### config.mk
export PLATFORM = sky130hd
export DESIGN_NAME = radix4_booth_mul
export DESIGN_NICKNAME = d
export VERILOG_FILES = /design/src/rtl/radix4_booth_mul.sv
export SDC_FILE = /design/constraint.sdc
export NUM_CORES = 1
export LEC_CHECK = 0
export ABC_CLOCK_PERIOD_IN_PS = 2500
export BUFFER_PORTS_ARGS = -buffer_cell sky130_fd_sc_hd__buf_2
export CAP_MARGIN = 10
export CORE_MARGIN = 2
export CORE_UTILIZATION = 30
export DETAILED_ROUTE_END_ITERATION = 7
export GPL_ROUTABILITY_DRIVEN = 1
export PLACE_DENSITY = 0.56
export SYNTH_ARGS = -nofsm -noshare
export SYNTH_HDL_FRONTEND = slang
export SYNTH_SLANG_ARGS = --single-unit
### constraint.sdc
create_clock -name clk -period 2.5 [get_ports clk]
set_input_delay 0.25 -clock clk [delete_from_list [all_inputs] [get_ports clk]]
set_output_delay 0.25 -clock clk [all_outputs]
set_load 0.005 [all_outputs]
### src/rtl/radix4_booth_mul.sv
//------------------------------------------------------------------------------
// radix4_booth_mul : 8x8 signed radix-4 Booth multiplier, 8-stage pipeline,
//                    15-bit two's-complement product.
// Revision: 1.0
//------------------------------------------------------------------------------
`default_nettype none

module radix4_booth_mul (
  input  logic        clk,
  input  logic        rst,
  input  logic [7:0]  x,
  input  logic [7:0]  y,
  output logic [14:0] o_mul
);

  // S0 / S1
  logic [7:0]       r0_x, r0_y;
  logic [7:0]       r1_x, r1_y;
  logic [8:0]       r1_x2;
  // S2
  logic [3:0]       r2_neg, r2_one, r2_two;
  logic [7:0]       r2_x;
  logic [8:0]       r2_x2;
  // S3 .. S7
  logic [3:0][9:0]  r3_pp;
  logic [15:0]      r4_acc, r5_acc, r6_acc;
  logic [9:0]       r4_pp1, r4_pp2, r4_pp3;
  logic [9:0]       r5_pp2, r5_pp3;
  logic [9:0]       r6_pp3;
  logic [14:0]      r7_mul;

  logic [8:0]       w_trip;
  logic [3:0]       w_neg, w_one, w_two;
  logic [3:0][9:0]  w_mag, w_pp;
  logic [15:0]      w_sum;
  logic             w_unused_msb;

  // Triplets overlap by one bit; the appended zero is the implicit y[-1].
  assign w_trip = {r1_y, 1'b0};

  generate
    for (genvar i = 0; i < 4; i++) begin : g_booth
      logic [2:0] w_b;
      assign w_b      = w_trip[2*i+2 : 2*i];
      assign w_neg[i] = w_b[2] & ~(w_b[1] & w_b[0]);
      assign w_one[i] = w_b[1] ^ w_b[0];
      assign w_two[i] = (w_b[2] & ~w_b[1] & ~w_b[0]) | (~w_b[2] & w_b[1] & w_b[0]);
    end

    for (genvar i = 0; i < 4; i++) begin : g_pp
      assign w_mag[i] = r2_two[i] ? {r2_x2[8], r2_x2} :
                        r2_one[i] ? {{2{r2_x[7]}}, r2_x} : 10'd0;
      // 10 bits are enough to hold -(2 * -128) = +256.
      assign w_pp[i]  = r2_neg[i] ? (~w_mag[i] + 10'd1) : w_mag[i];
    end
  endgenerate

  assign w_sum        = r6_acc + {r6_pp3, 6'b0};
  assign w_unused_msb = w_sum[15];

  always_ff @(posedge clk) begin
    if (rst) begin
      r0_x   <= '0;
      r0_y   <= '0;
      r1_x   <= '0;
      r1_y   <= '0;
      r1_x2  <= '0;
      r2_neg <= '0;
      r2_one <= '0;
      r2_two <= '0;
      r2_x   <= '0;
      r2_x2  <= '0;
      r3_pp  <= '0;
      r4_acc <= '0;
      r4_pp1 <= '0;
      r4_pp2 <= '0;
      r4_pp3 <= '0;
      r5_acc <= '0;
      r5_pp2 <= '0;
      r5_pp3 <= '0;
      r6_acc <= '0;
      r6_pp3 <= '0;
      r7_mul <= '0;
    end else begin
      r0_x   <= x;
      r0_y   <= y;
      r1_x   <= r0_x;
      r1_y   <= r0_y;
      r1_x2  <= {r0_x, 1'b0};
      r2_neg <= w_neg;
      r2_one <= w_one;
      r2_two <= w_two;
      r2_x   <= r1_x;
      r2_x2  <= r1_x2;
      r3_pp  <= w_pp;
      r4_acc <= {{6{r3_pp[0][9]}}, r3_pp[0]};
      r4_pp1 <= r3_pp[1];
      r4_pp2 <= r3_pp[2];
      r4_pp3 <= r3_pp[3];
      r5_acc <= r4_acc + {{4{r4_pp1[9]}}, r4_pp1, 2'b0};
      r5_pp2 <= r4_pp2;
      r5_pp3 <= r4_pp3;
      r6_acc <= r5_acc + {{2{r5_pp2[9]}}, r5_pp2, 4'b0};
      r6_pp3 <= r5_pp3;
      r7_mul <= w_sum[14:0];
    end
  end

  assign o_mul = r7_mul;

endmodule

`default_nettype wire

# Yosys cells after proc, flatten, opt, wreduce, memory -nomap -nowiden
# Cells that the tools add are included.
dict set report op_classes {
  addsub 7
  mul 0
  div_mod_pow 0
  order_cmp 0
  n_eq_ne 0
  n_shift 0
  muxes 12
  bitwise 40
  reduce_logical 0
}
# op n
set op_table {}
lappend op_table {{two-way mux 10 bit} 9}
lappend op_table {{adder 10 x 1 -> 10 bit, second input constant} 3}
lappend op_table {{inverter 10 bit} 3}
lappend op_table {{two-way mux 9 bit} 3}
lappend op_table {{AND 1 bit} 19}
lappend op_table {{adder 13 x 14 -> 15 bit} 1}
lappend op_table {{adder 15 bit} 1}
lappend op_table {{adder 10 x 12 -> 13 bit} 1}
lappend op_table {{inverter 1 bit} 11}
lappend op_table {{adder 9 x 1 -> 9 bit, second input constant} 1}
lappend op_table {{inverter 9 bit} 1}
lappend op_table {{OR 1 bit} 3}
lappend op_table {{bitwise XOR 1 bit} 3}
dict set report totals {
  regBits 211
  latch_bits 0
  mem_bits_rw 0
  rom_bits 0
  inputBits 18
  out_inout_bits 15
  memories 0
}

# Longest topological paths before layout
dict set report depth {
  word_depth 5
  mapped_depth 11
}

# Worst setup path before layout
# OpenSTA, ideal clock, no wires.
dict set report synth_timing {
  path_type {reg2reg}
  start {register r2_two[0]}
  end {register r3_pp[8] (netlist bit)}
  setup_ns 0.060
  t_arrival_ns 2.311
  t_required_ns 2.440
  path_slack_ns 0.129
  path_stages_with_launch 11
  synth_period_minus_slack_ns 2.371
  path_cell_list {dfxtp_1 -> buf_4 -> clkbuf_1 -> nor2_1 -> a21oi_1 -> ha_1 -> inv_1 -> a221o_1 -> or4b_1 -> a211o_1 -> nand2_1}
}
dict set report synth_between {
  elab_chain_cells 4
}
# element line_no
set synth_rtl {}
lappend synth_rtl {{from (decl)} 21} ;# logic [3:0] r2_neg, r2_one, r2_two;
lappend synth_rtl {{from (signal assigned)} 92} ;# r2_two <= w_two;
lappend synth_rtl {{two-way mux 10 bit (*)} 51} ;# assign w_mag[i] = r2_two[i] ? {r2_x2[8], r2_x2} :
lappend synth_rtl {{inverter 10 bit} 54} ;# assign w_pp[i] = r2_neg[i] ? (~w_mag[i] + 10'd1) : w_mag[i];
lappend synth_rtl {{adder 10 x 1 -> 10 bit} 54}
lappend synth_rtl {{two-way mux 10 bit (*)} 54}
lappend synth_rtl {{to (signal assigned)} 95} ;# r3_pp <= w_pp;
lappend synth_rtl {{to (decl)} 25} ;# logic [3:0][9:0] r3_pp;
# Mark *: on every way between the ends. The rest lies on a longest branch, timed or not.
# A chain may end at the register's enable or synchronous reset.

# Worst setup path in the final report
dict set report layout_timing {
  start {register r4_acc[2]}
  end {register, netlist name r5_acc[12]}
}
dict set report layout_between {
  elab_chain_cells 1
}
# element line_no
set layout_rtl {}
lappend layout_rtl {{from (decl)} 26} ;# logic [15:0] r4_acc, r5_acc, r6_acc;
lappend layout_rtl {{from (signal assigned)} 96} ;# r4_acc <= {{6{r3_pp[0][9]}}, r3_pp[0]};
lappend layout_rtl {{adder 10 x 12 -> 13 bit} 100} ;# r5_acc <= r4_acc + {{4{r4_pp1[9]}}, r4_pp1, 2'b0};
# Every way passes these cells.

==> out/metrics.yaml <==
run_status:
  status: "complete, but fails checks"
  violations: "design-rule violations"
route:
  wl_met1_um: 6990
  drtPass1Iterations: 7
  drt-vias-per-instance: 4.43
  drt_wl_total_um: 14100
  wl_met3_um: 538
  vias: 5448
  route.met2.wl_um: 6190
  detail_route.wl_per_cell_um: 11.5
  top_layer: "met4"
  drtIter0Drc: 323
  ant_nets: 0
  drc: 1
synth:
  synth-seq-cells: 201
  synth_edf_count: 0
  synthAdderAreaFrac_pct: 6.20
  synthArstFlopShare_pct: 0
  synthCells: 847
  yosysWarnings: 0
  synthDistinctLibCells: 56
  synth.avg_cell_area_um2: 9.49
  syn-num-nets: 903
  syn_area_um2: 8030
  synth_mux_area_share_pct: 1.03
  synth-compound-area-share_pct: 12.7
  yosys.area_share.simple_pct: 22.6
  seq_area_frac_synth_pct: 50.1
  synth_top_area_cell: "dfxtp_1"
  synthFlopType: "dfxtp_1"
  synth_xor_area_share_pct: 4.03
  synth_top_family_by_area: "simple AND/OR/NAND/NOR gates"
  synth_area_leaders: "dfxtp_1 50%, nor2b_1 11%, ha_1 5.5%"
  synth_top_area_share_pct: 50.1
floorplan:
  start_util_pct: 30.7
  num_rows: 59
  io_pins: 33
  design.die.area_um2: 28100
  fp.dieW_um: 168
  coreArea_um2: 26200
  die_h_um: 168
clock_network:
  cts_root_buf: "clkbuf_16"
  cts_inserted_buffers: 22
  cts_resized: 0
  path_clk_slew_ps: 60
  clock_path_buffers: 3
  cts_hold_buffers: 16
  htree_levels: 1
  cts_sinks: 201
  postCtsSetupBuffers: 0
  cts_tree: "done"
  clock_latency_ps: 500
worst_hold_path:
  worstHoldPathCells: 2
  holdCritPathClass: "in -> reg"
global_routing:
  grt_max_degree: 66
  grt_pass1_wl_um: 23800
  grt.total_usage_pct: 10.0
  antenna_found_initial: 0
  grt_pass1_vias: 4918
  overflow: 0
critical_path:
  r2r_slack_ps: 210
  end_kind: "flop"
  required_ps: 2910
  critPathMaxStageDelay_ps: 490
  slowest_stage: "or4b_1"
  crit_cells: 7
  reg2reg_depth: 7
  cp_max_fo: 3
  path_class: "reg -> reg"
  crit_chain: "ha_1 -> fa_1 -> a211oi_1 -> nor2_1 -> or4b_1 -> and3_1 -> o41ai_2"
  path_buf_inv: 0
  crit_family: "simple AND/OR/NAND/NOR gates"
  critical_path_arrival_ps: 2690
  setup.worst_path.start_class: "flop"
timing:
  tightest_slew_ps: 516
  setup_slack_ps: 214
  min_period_over_period_pct: 91.4
  hold_viol_final: 0
  setup_tns_ps: 0
  min_period_ps: 2290
  grt_setup_unrepaired: "no"
  slew_violations: 0
  relSlewSlack_pct: 65.5
  fmax_mhz: 437
  clock_skew_ps: 16.2
  setup_violations: 0
power:
  powerDensity_nw_per_um2: 691
  vdd_drop_max_uv: 333
  p_leak_nw: 3.77
layout:
  nNetsFinal: 938
  area_growth_pct: 16.8
  n_antenna_cell: 0
  drive_gt1_share_pct: 10.7
job:
  drv_cap: 0
placed_design:
  gp_congestion: 0.793
  port_buffers: 32
  hpwl_um: 9490
  dp_slack_ps: 200
==> metrics by stage <==
| stage | power, mW | util (%) | std cells | area (µm²) | hold WS [ps] |
|---|---|---|---|---|---|
| 2_1_floorplan | 3.50 | - | 847 | 8030 | 378 |
| 3_5_place_dp | 3.56 | 32.6 | 1177 | 8540 | 399 |
| 3_3_place_gp | 3.55 | 32.6 | 1177 | 8540 | 402 |
| 5_1_grt | 6.75 | 35.8 | 1231 | 9380 | 147 |
| 6_report | 6.48 | 35.8 | 1231 | 9380 | 128 |
| 4_1_cts | 6.60 | 35.8 | 1231 | 9380 | 126 |
==> per-layer routing <==
layer	vias to the layer above	track usage, %
met4	0	3.52
met3	23	2.20
met5	-	0
li1	2923	-
met2	94	16.0
met1	2408	13.4
==> flip-flops by register name (all words and copies together) (netlist names) <==
register,count
r3_pp,39
o_mul,15
r6_acc,15
r5_acc,13
r4_acc,10
r4_pp1,10
r4_pp2,10
r5_pp2,10
r4_pp3,9
r5_pp3,9
r6_pp3,9
r0_x,8
r0_y,8
r1_x2,8
r1_y,8
r2_x2,8
r2_neg,4
r2_one,4
r2_two,4
==> cell families (layout without fill, tap and decap cells) <==
family	after synthesis	after routing
AO/OA/AOI/OAI	159	159
XOR/XNOR	37	37
adder cells (fa/ha/maj)	38	38
buffers and inverters	71	120
flip-flops	201	201
multiplexers	8	8
AND/OR/NAND/NOR	333	333
==> area by class of cell <==
| type | instances | area [µm²] |
|---|---|---|
| multi-input combinational | 575 | 3740 |
| inverter | 20 | 75.1 |
| fill | 2639 | 16800 |
| sequential | 201 | 4020 |
| clock buffer | 28 | 613 |
| timing repair buffer | 62 | 444 |
| clock inverter | 10 | 71.3 |
| tap | 335 | 419 |
==> path summary, 6_finish.rpt <==
kind                      to  startpoint
setup / recovery  r5_acc[12]   r4_acc[2]
hold / removal     r6_acc[5]         rst
setup reg to reg  r5_acc[12]   r4_acc[2]
hold reg to reg    r2_two[0]     r1_y[0]
==> cells in the mapped netlist, drive strengths merged (6+ instances only) <==
cell and instances:
nand2b 18, nor3 14, ha 35, a211oi 8
o31ai 7, mux2i 6, xnor2 26, a22oi 10
dfxtp 201, nor3b 6, a21o 6, and3 6
a21oi 49, nand3 12, o21ai 42, nor2b 141
nand2 42, inv 20, nor2 69, buf 7
clkbuf 44, xor2 11
==> where the power goes <==
| part | leakage (nW) | internal (mW) | switching, mW |
|---|---|---|---|
| logic | 1.80 | 0.0962 | 0.125 |
| clock network | 0.341 | 1.74 | 1.24 |
| registers | 1.63 | 3.25 | 0.0334 |
| total | 3.77 | 5.08 | 1.40 |
==> cell usage in the layout, fill, tap and decap left out, types with 4 or more instances in the layout <==
| cell | instances |
|---|---|
| nor2b_1 | 141 |
| clkbuf_16 | 22 |
| nor3_1 | 14 |
| clkinv_2 | 6 |
| xor2_1 | 11 |
| nor4_1 | 5 |
| nand3_1 | 12 |
| nand3b_1 | 4 |
| buf_2 | 31 |
| nor2_1 | 69 |
| nand2b_1 | 18 |
| buf_4 | 13 |
| a21oi_1 | 49 |
| clkbuf_8 | 4 |
| o31ai_1 | 7 |
| a22oi_1 | 10 |
| mux2i_1 | 6 |
| nor3b_1 | 6 |
| a21o_1 | 6 |
| o21ai_0 | 42 |
| dlygate4sd3_1 | 16 |
| dfxtp_1 | 201 |
| ha_1 | 35 |
| and3_1 | 6 |
| inv_1 | 20 |
| xnor2_1 | 26 |
| nand2_1 | 42 |
| a211oi_1 | 8 |
| o21a_1 | 5 |
Note: power is estimated with default switching activity, not from simulation.
